===== config.mk =====
export PLATFORM = sky130hd
export DESIGN_NAME = calc_cmd_issuer
export DESIGN_NICKNAME = d
export VERILOG_FILES = /design/src/rtl/calc_pkg.sv /design/src/rtl/calc_cmd_fifo.sv /design/src/rtl/calc_cmd_issuer.sv
export SDC_FILE = /design/constraint.sdc
export NUM_CORES = 1
export LEC_CHECK = 0
export CORE_ASPECT_RATIO = 0.5
export CORE_MARGIN = 2
export CORE_UTILIZATION = 55
export DETAILED_ROUTE_END_ITERATION = 7
export PLACE_DENSITY = 0.88
export SETUP_SLACK_MARGIN = 0.15
export SYNTH_ARGS = -nofsm -noshare
export SYNTH_HDL_FRONTEND = slang
export SYNTH_SLANG_ARGS = --single-unit

===== constraint.sdc =====
create_clock -name CLK -period 4.4 [get_ports CLK]
set_input_delay 0.88 -clock CLK [delete_from_list [all_inputs] [get_ports CLK]]
set_output_delay 0.88 -clock CLK [all_outputs]
set_load 0.005 [all_outputs]

===== src/rtl/calc_pkg.sv =====
// Shared definitions for the accumulator-calculator command issuer:
// breadboard opcodes, error bit positions, FSM states and the queued command record.
package calc_pkg;

    localparam int OP_W   = 4;
    localparam int ARG_W  = 16;
    localparam int DATA_W = 32;
    localparam int ERR_W  = 2;

    localparam logic [OP_W-1:0] OP_NOP    = 4'd0;
    localparam logic [OP_W-1:0] OP_ADD    = 4'd2;
    localparam logic [OP_W-1:0] OP_SUB    = 4'd3;
    localparam logic [OP_W-1:0] OP_MUL    = 4'd4;
    localparam logic [OP_W-1:0] OP_DIV    = 4'd5;
    localparam logic [OP_W-1:0] OP_MOD    = 4'd6;
    localparam logic [OP_W-1:0] OP_PRESET = 4'd14;
    localparam logic [OP_W-1:0] OP_RESET  = 4'd15;

    localparam int ERR_OVF = 0;
    localparam int ERR_DZE = 1;

    typedef enum logic [2:0] {
        IDLE,
        WAIT,
        EXEC,
        CAPT,
        RESP
    } state_t;

    // One queued command as it sits in the FIFO: 20 bits {op, arg}.
    typedef struct packed {
        logic [OP_W-1:0]  op;
        logic [ARG_W-1:0] arg;
    } cmd_t;

    function automatic logic has_err(input logic [ERR_W-1:0] err);
        return err[ERR_OVF] | err[ERR_DZE];
    endfunction

endpackage


===== src/rtl/calc_cmd_fifo.sv =====
// Command FIFO for the calculator issuer: DEPTH entries of {op, arg}, power-of-two depth,
// extra pointer bit distinguishes full from empty; flush empties it in one cycle.
module calc_cmd_fifo
    import calc_pkg::*;
#(
    parameter int DEPTH = 4
) (
    input  logic CLK,
    input  logic RST,
    input  logic push,
    input  logic pop,
    input  logic flush,
    input  cmd_t wr_data,
    output cmd_t rd_data,
    output logic full,
    output logic empty
);

    localparam int AW = (DEPTH > 1) ? $clog2(DEPTH) : 1;

    cmd_t          mem [DEPTH];
    logic [AW:0]   wr_ptr;
    logic [AW:0]   rd_ptr;
    logic          do_push;
    logic          do_pop;

    assign empty   = (wr_ptr == rd_ptr);
    assign full    = (wr_ptr[AW] != rd_ptr[AW]) && (wr_ptr[AW-1:0] == rd_ptr[AW-1:0]);
    assign rd_data = mem[rd_ptr[AW-1:0]];

    // Flush wins over a same-cycle push so nothing sneaks in behind it.
    assign do_push = push && !full && !flush;
    assign do_pop  = pop && !empty;

    always_ff @(posedge CLK or posedge RST) begin
        if (RST) begin
            wr_ptr <= '0;
            rd_ptr <= '0;
        end else if (flush) begin
            wr_ptr <= '0;
            rd_ptr <= '0;
        end else begin
            if (do_push) wr_ptr <= wr_ptr + 1'b1;
            if (do_pop)  rd_ptr <= rd_ptr + 1'b1;
        end
    end

    always_ff @(posedge CLK) begin
        if (do_push) mem[wr_ptr[AW-1:0]] <= wr_data;
    end

endmodule


===== src/rtl/calc_cmd_issuer.sv =====
// Host-side driver for the accumulator calculator breadboard: queues commands, runs them one at a
// time on BB_OP/BB_IN, returns {acc, err} per command. Optional macro: CALC_ERR_FLUSH_EN.
//
// Handshakes: a transfer happens on a rising CLK edge where VALID and READY are both high;
// VALID, once raised, holds its payload stable until that edge (RSP side), and READY may
// depend combinationally on the consumer's own state only.
module calc_cmd_issuer
    import calc_pkg::*;
#(
    parameter int DEPTH    = 4,
    parameter int MUL_WAIT = 8
) (
    input  logic              CLK,
    input  logic              RST,
    input  logic              CMD_VALID,
    output logic              CMD_READY,
    input  logic [OP_W-1:0]   CMD_OP,
    input  logic [ARG_W-1:0]  CMD_ARG,
    output logic [OP_W-1:0]   BB_OP,
    output logic [ARG_W-1:0]  BB_IN,
    input  logic [DATA_W-1:0] BB_OUT,
    input  logic [ERR_W-1:0]  BB_ERR,
    output logic              RSP_VALID,
    input  logic              RSP_READY,
    output logic [DATA_W-1:0] RSP_DATA,
    output logic [ERR_W-1:0]  RSP_ERR,
    output logic              BUSY,
    output state_t            DBG_STATE
);

    localparam int CNT_W = (MUL_WAIT > 1) ? $clog2(MUL_WAIT) : 1;
    localparam logic [CNT_W-1:0] WAIT_LAST = CNT_W'((MUL_WAIT > 0) ? MUL_WAIT - 1 : 0);

    state_t              state;
    state_t              state_nxt;
    logic [OP_W-1:0]     cur_op;
    logic [ARG_W-1:0]    cur_arg;
    logic [OP_W-1:0]     bb_op_q;
    logic [OP_W-1:0]     bb_op_nxt;
    logic [CNT_W-1:0]    wait_cnt;
    logic [DATA_W-1:0]   rsp_data_q;
    logic [ERR_W-1:0]    rsp_err_q;

    cmd_t                fifo_wr;
    cmd_t                fifo_rd;
    logic                fifo_push;
    logic                fifo_pop;
    logic                fifo_flush;
    logic                fifo_full;
    logic                fifo_empty;
    logic                rsp_accept;

    assign rsp_accept = (state == RESP) && RSP_READY;

`ifdef CALC_ERR_FLUSH_EN
    // An errored response drops everything still queued behind it.
    assign fifo_flush = rsp_accept && has_err(rsp_err_q);
`else
    assign fifo_flush = 1'b0;
`endif

    assign CMD_READY = !fifo_full && !fifo_flush;
    assign fifo_push = CMD_VALID && CMD_READY;
    assign fifo_wr   = '{op: CMD_OP, arg: CMD_ARG};

    calc_cmd_fifo #(
        .DEPTH (DEPTH)
    ) u_fifo (
        .CLK     (CLK),
        .RST     (RST),
        .push    (fifo_push),
        .pop     (fifo_pop),
        .flush   (fifo_flush),
        .wr_data (fifo_wr),
        .rd_data (fifo_rd),
        .full    (fifo_full),
        .empty   (fifo_empty)
    );

    // Next state plus the registered BB_OP value: the opcode is only ever non-NOP for the
    // single cycle spent in EXEC, so the breadboard sees exactly one working edge per command.
    always_comb begin
        state_nxt = state;
        fifo_pop  = 1'b0;
        bb_op_nxt = OP_NOP;
        case (state)
            IDLE: begin
                if (!fifo_empty) begin
                    fifo_pop = 1'b1;
                    if ((fifo_rd.op == OP_MUL) && (MUL_WAIT > 0)) begin
                        state_nxt = WAIT;
                    end else begin
                        state_nxt = EXEC;
                        bb_op_nxt = fifo_rd.op;
                    end
                end
            end
            WAIT: begin
                if (wait_cnt == WAIT_LAST) begin
                    state_nxt = EXEC;
                    bb_op_nxt = cur_op;
                end
            end
            EXEC: state_nxt = CAPT;
            CAPT: state_nxt = RESP;
            RESP: begin
                if (RSP_READY) state_nxt = IDLE;
            end
            default: state_nxt = IDLE;
        endcase
    end

    always_ff @(posedge CLK or posedge RST) begin
        if (RST) begin
            state      <= IDLE;
            cur_op     <= OP_NOP;
            cur_arg    <= '0;
            bb_op_q    <= OP_NOP;
            wait_cnt   <= '0;
            rsp_data_q <= '0;
            rsp_err_q  <= '0;
        end else begin
            state   <= state_nxt;
            bb_op_q <= bb_op_nxt;
            if (fifo_pop) begin
                cur_op  <= fifo_rd.op;
                cur_arg <= fifo_rd.arg;
            end
            wait_cnt <= (state == WAIT) ? wait_cnt + CNT_W'(1) : '0;
            // ERR is valid while OP is presented; OUT only after the breadboard latched.
            if (state == EXEC) rsp_err_q  <= BB_ERR;
            if (state == CAPT) rsp_data_q <= BB_OUT;
        end
    end

    assign BB_OP     = bb_op_q;
    assign BB_IN     = cur_arg;
    assign RSP_VALID = (state == RESP);
    assign RSP_DATA  = rsp_data_q;
    assign RSP_ERR   = rsp_err_q;
    assign BUSY      = !fifo_empty || (state != IDLE);
    assign DBG_STATE = state;

endmodule


## After elaboration in Yosys (flattened, before gate mapping)

Memory sizes are Yosys's and may differ from the RTL's.
Cells that the tools add are included.

- Bits in registers: 70
- Bits in writable memories: 80
- Input port bits: 58
- Memories: 1

Memories:

| name | depth | bits a word | read ports | clocked after Yosys merged registers in | write ports | line | RTL |
|---|---|---|---|---|---|---|---|
| u_fifo.mem | 4 | 20 | 1 | 0 | 1 | calc_cmd_fifo.sv:21 | `cmd_t mem [DEPTH];` |

- Add/subtract/negate cells: 3
- Equal/unequal tests: 12
- Multiplexer cells: 14
- Reductions and logical operators: 10

Operators with widths:

| kind | count |
|---|---|
| $pmux 3 s5 | 1 |
| $mux 3 | 4 |
| $mux 4 | 3 |
| $add 3x1->3 const B | 3 |
| $pmux 4 s2 | 1 |
| $eq 3x2->1 const B | 2 |
| $eq 3x3->1 const B | 2 |
| $eq 4x3->1 const B | 1 |
| $logic_and 1x1->1 | 4 |
| $mux 1 | 4 |
| $ne 2x2->1 const B | 2 |
| $eq 3x1->1 const B | 1 |
| $eq 3x3->1 | 1 |
| $logic_not 3->1 | 1 |
| $reduce_and 3->1 | 1 |
| $reduce_bool 3->1 | 1 |
| $eq 2x2->1 | 1 |
| $logic_not 1->1 | 2 |
| $mux 2 | 1 |
| $ne 2x1->1 const B | 1 |
| $logic_or 1x1->1 | 1 |
| $ne 1x1->1 | 1 |

## Logic depth before layout (Yosys ltp)

- Word-level depth: 7
- Depth in mapped cells: 5
- Depth with buffers taken out: 5

## By module

Synthesis repeated with hierarchy kept, for this count alone.

- Cell total of the unflattened synthesis: 325
- Area total of the unflattened synthesis: 5973.2 um2

By module, submodules not included:

| module | instances | cells an instance | area an instance (um2) | sequential area each (um2) |
|---|---|---|---|---|
| calc_cmd_fifo | 1 | 170 | 3455.8 | 2552.4 |
| calc_cmd_issuer | 1 | 155 | 2517.4 | 1601.5 |

## Worst setup path before layout

Ideal clock, no wire load.

- Path type: register -> register
- From: register u_fifo.rd_ptr[0]
- To: register bb_op_q[2], in the netlist BB_OP[2]
- Setup time: 0.122 ns
- Arrival time: 1.902 ns
- Slack: 2.376 ns
- Stages on the path, launching flop included: 5
- Period minus slack after synthesis: 2.024 ns
- Cell sequence: dfrtp_1 -> buf_6 -> mux4_2 -> or4b_1 -> a32o_1

- Longest elaborated chain between the ends: 5

Ends and longest elaborated chain:

| item | line | RTL |
|---|---|---|
| start: declaration | calc_cmd_fifo.sv:23 | `logic [AW:0] rd_ptr;` |
| start signal: assignment | calc_cmd_fifo.sv:44 | `if (do_pop) rd_ptr <= rd_ptr + 1'b1;` |
| $mem_v2 4x20 | - |  |
| $eq 4x3->1 | calc_cmd_issuer.sv:90 | `if ((fifo_rd.op == OP_MUL) && (MUL_WAIT > 0)) begin` |
| $mux 4 | calc_cmd_issuer.sv:90 |  |
| $mux 4 (*) | calc_cmd_issuer.sv:88 | `if (!fifo_empty) begin` |
| $pmux 4 s2 (*) | calc_cmd_issuer.sv:86 | `case (state)` |
| via bb_op_nxt[2] | calc_cmd_issuer.sv:39 | `logic [OP_W-1:0] bb_op_nxt;` |
| end signal: assignment | calc_cmd_issuer.sv:124 | `bb_op_q <= bb_op_nxt;` |
| end: declaration | calc_cmd_issuer.sv:38 | `logic [OP_W-1:0] bb_op_q;` |

The timed path passes the listed nets; every way through them passes the cells marked *.
A chain may end at the register's enable or synchronous reset.

## Final worst setup path

- From: register u_fifo.rd_ptr[1]
- To: output CMD_READY

- Longest elaborated chain between the ends: 3

Ends and longest elaborated chain:

| item | line | RTL |
|---|---|---|
| $eq 2x2->1 | calc_cmd_fifo.sv:28 | `assign full = (wr_ptr[AW] != rd_ptr[AW]) && (wr_ptr[AW-1:0] == rd_ptr[AW-1:0]);` |
| $logic_and 1x1->1 | calc_cmd_fifo.sv:28 |  |
| $logic_not 1->1 | calc_cmd_issuer.sv:62 | `assign CMD_READY = !fifo_full && !fifo_flush;` |
| end: declaration | calc_cmd_issuer.sv:16 | `output logic CMD_READY,` |

No other way between the ends.

==> metrics.yaml <==
status:
  status: "finished, final reports clean"
clock_tree:
  cts_buffer_depth: 2
  ctsRootBufferMaster: "clkbuf_16"
  path_clk_slew_ns: 0.06
  insertion_delay_ns: 0.43
  clock-sinks: 150
  hold_buffers: 0
  cts_resized: 0
  post-cts-setup-buffers: 0
  htreeDepth: 4
  tritoncts: "done"
  cts_made_buffers: 17
route:
  drc: 0
  drtAntennaViolNets: 0
  firstDrtPassIters: 5
  routed_via_density: 5.42
  wl_per_cell_um: 20.0
  vias: 3115
  wl_um: 11500
  drt-initial-drc-count: 125
power_and_ir_drop:
  power.total_mw: 5.58
  clkPwrFrac_pct: 24.8
  p_leak_nw: 2.89
  switching_power_mw: 1.59
  p_seq_share_pct: 40.4
  combPwrFrac_pct: 34.9
  ir_drop_mv: 0.388
  p_sw_share_pct: 28.6
  p_per_area_nw_per_um2: 733
  internal-power_mw: 3.99
worst_setup_path:
  path_class: "register to primary output"
  r2r_start: "u_fifo.rd_ptr[1]$_DFFE_PP0P_"
  reg2reg_setup_slack_ns: 1.66
  critPathMaxStageDelay_ns: 0.50
  cp_max_fo: 23
  arrival_ns: 2.19
  startpoint_type: "register"
  crit_slowest_cell: "clkdlybuf4s50_1"
  crit_chain: "buf_4 > xor2_1 > or3_1 > clkdlybuf4s50_1"
  critical_path.startpoint: "u_fifo.rd_ptr[1]$_DFFE_PP0P_"
  worstPathRequired_ns: 3.52
  crit_path_end: "CMD_READY"
  ff2ff_path_depth: 4
  cp-end-kind: "primary output"
  rr_endpoint: "BB_IN[15]$_DFFE_PP0P_"
synthesis:
  seq_area_frac_synth_pct: 72.6
  synthTopCellsByArea: "edfxtp_1 42%, dfrtp_1 31%, mux2_2 11%"
  synth-xor-area-share_pct: 1.23
  async_flop_share_pct: 46.7
  ys_ff_latch: 150
  ys.flop_type: "edfxtp_1"
  yosys.area_share.simple_pct: 2.25
  netlist.area_leader.share_pct: 42.0
  yosys-top-cells-count: "80 x edfxtp_1, 70 x dfrtp_1, 56 x mux2_2, 12 x mux4_2, 8 x mux4_1"
  synth_cell_types: 30
  avgSynthCellArea_um2: 19.7
  synth-edff-count: 80
  syn_area_um2: 5720
  yosysMostFrequentCell: "edfxtp_1"
  yosys.area.top_type: "edfxtp_1"
  synth_warnings: 0
  synth_compound_area_share_pct: 1.73
  synthCells: 291
  synthMuxAreaShare_pct: 19.4
  syn_nets: 356
  synth_top_family_by_area: "multiplexers"
  synthAdderAreaFrac_pct: 1.53
cells_and_area:
  drive_gt1_share_pct: 23.7
  area_growth_pct: 33.2
  fin_area_um2: 7620
  num_antenna_cells: 0
  nFillCells: 580
  fin_nets: 487
  multi_input_area_um2: 1500
  seq_area_um2: 4150
sta:
  setup_ws_ns: 1.33
  slew_headroom_pct: 11.1
  setup_viol: 0
  timing.final.hold_violations: 0
  rsz0062_at_grt: "false"
  slew_violations: 0
  max_clock_freq_mhz: 325
  worst_pin_slew_ns: 1.33
  fin_crit_ns: 3.07
  setup_tns_ns: 0
  layout_worst_path_cycle_share_pct: 69.8
  timing.hold.ws_ns: 0.438
  fin_skew_ns: 0.00836
worst_hold_path:
  hp-class: "register to register"
place:
  placed_cell_area_um2: 7050
  dp_worst_setup_slack_ns: 1.55
  hpwl_um: 7130
  place_congestion: 0.736
  portBuffers: 117
floorplanning:
  die_area_um2: 11300
  ios: 118
  die_x_um: 148
  die_y_um: 76.1
  core_area_um2: 10100
  initial_utilization_pct: 56.3
  rows: 26
grt:
  grt_antenna_before_repair: 0
  grt_first_pass_wirelength_um: 18100
  grt_remaining_overflow: 0
  grt_usage_pct: 21.8
  grt_max_degree: 34
  grt_pass1_vias: 3306
job:
  drv_cap: 0
## cell usage in the layout (no fill, tap or decap)
master,netlist,final
a21oi_1,1,1
a22o_1,3,3
a32o_1,1,1
and2_1,5,5
buf_4,0,5
bufinv_16,0,2
clkbuf_1,1,1
clkbuf_16,0,17
clkdlybuf4s50_1,0,117
clkinv_1,0,2
clkinv_2,0,5
clkinv_4,0,1
clkinvlp_4,0,2
dfrtp_1,70,70
edfxtp_1,80,80
ha_1,7,7
inv_1,5,4
inv_2,0,1
inv_6,0,2
mux2_2,56,56
mux4_1,8,8
mux4_2,12,12
nand2_1,3,3
nor2_1,4,4
nor2b_1,3,3
nor3_1,2,2
nor3b_1,1,1
nor4b_1,1,1
nor4bb_1,1,1
o21ai_0,3,3
o311ai_0,2,2
o31a_1,2,2
o31ai_1,1,1
or3_1,1,1
or4b_1,1,1
xnor2_1,4,4
xor2_1,4,4
## how the worst min path moves through the flow
stage | depth (start not counted) | startpoint | to | slack [ns]
finish | 1 | wait_cnt[0]$_DFF_PP0_ | wait_cnt[0]$_DFF_PP0_ | 0.44
global route | 1 | wait_cnt[0]$_DFF_PP0_ | wait_cnt[0]$_DFF_PP0_ | 0.47
CTS | 1 | wait_cnt[0]$_DFF_PP0_ | wait_cnt[0]$_DFF_PP0_ | 0.45
detailed placement | 1 | wait_cnt[0]$_DFF_PP0_ | wait_cnt[0]$_DFF_PP0_ | 0.44
global placement | 1 | wait_cnt[0]$_DFF_PP0_ | wait_cnt[0]$_DFF_PP0_ | 0.42
floorplan | 1 | wait_cnt[0]$_DFF_PP0_ | wait_cnt[0]$_DFF_PP0_ | 0.41
## state kept, by name (all words and copies together) (netlist names)
register / count
u_fifo.mem: 80
RSP_DATA: 32
BB_IN: 16
BB_OP: 4
cur_op: 4
DBG_STATE: 3
u_fifo.rd_ptr: 3
u_fifo.wr_ptr: 3
wait_cnt: 3
RSP_ERR: 2
## through the flow
stage / cells / util [%]
final: 575 / 75.0
after detailed placement: 543 / 69.5
after global placement: 543 / 69.5
after floorplan: 291 / -
after CTS: 575 / 75.0
after global routing: 575 / 75.0
## cells by family after synthesis
family,count (synthesis)
compound gates,13
xor+xnor,8
fa+ha+maj,7
buf+inv,15
flops,150
mux,76
simple gates,22
## worst max-delay path, delay by kind of cell (launching register included)
kind / cells / cell delay, ns
buffers and inverters: 2 / 0.81
XOR/XNOR: 1 / 0.45
AND/OR/NAND/NOR: 1 / 0.19
flip-flops: 1 / 0.34
## layout make-up
class | instances | area share, %
flip-flops and latches | 150 | 54.5
multi-input cells | 126 | 19.6
repair buffers | 122 | 15.9
clock buffers | 18 | 5.63
well taps | 140 | 2.30
clock inverters | 14 | 1.76
inverters | 5 | 0.246
## power by group through the flow
| stage | Sequential [mW] | Combinational [mW] | Clock [mW] |
|---|---|---|---|
| 2_1_floorplan | 2.24 | 1.05 | 0 |
| 3_3_place_gp | 2.21 | 1.85 | 0 |
| 3_5_place_dp | 2.26 | 1.94 | 0 |
| 4_1_cts | 2.25 | 1.97 | 1.40 |
| 5_1_grt | 2.30 | 2.10 | 1.46 |
| 6_report | 2.25 | 1.95 | 1.38 |
## layer usage
| metal | routed length [µm] | GRT usage (%) | vias to the layer above |
|---|---|---|---|
| met5 | 0 | 0 | - |
| met4 | 208 | 10.0 | 0 |
| met3 | 737 | 5.33 | 19 |
| met2 | 5890 | 37.1 | 120 |
| met1 | 4640 | 26.8 | 1590 |
| li1 | - | - | 1386 |
Power figures use the tool's default switching activity.
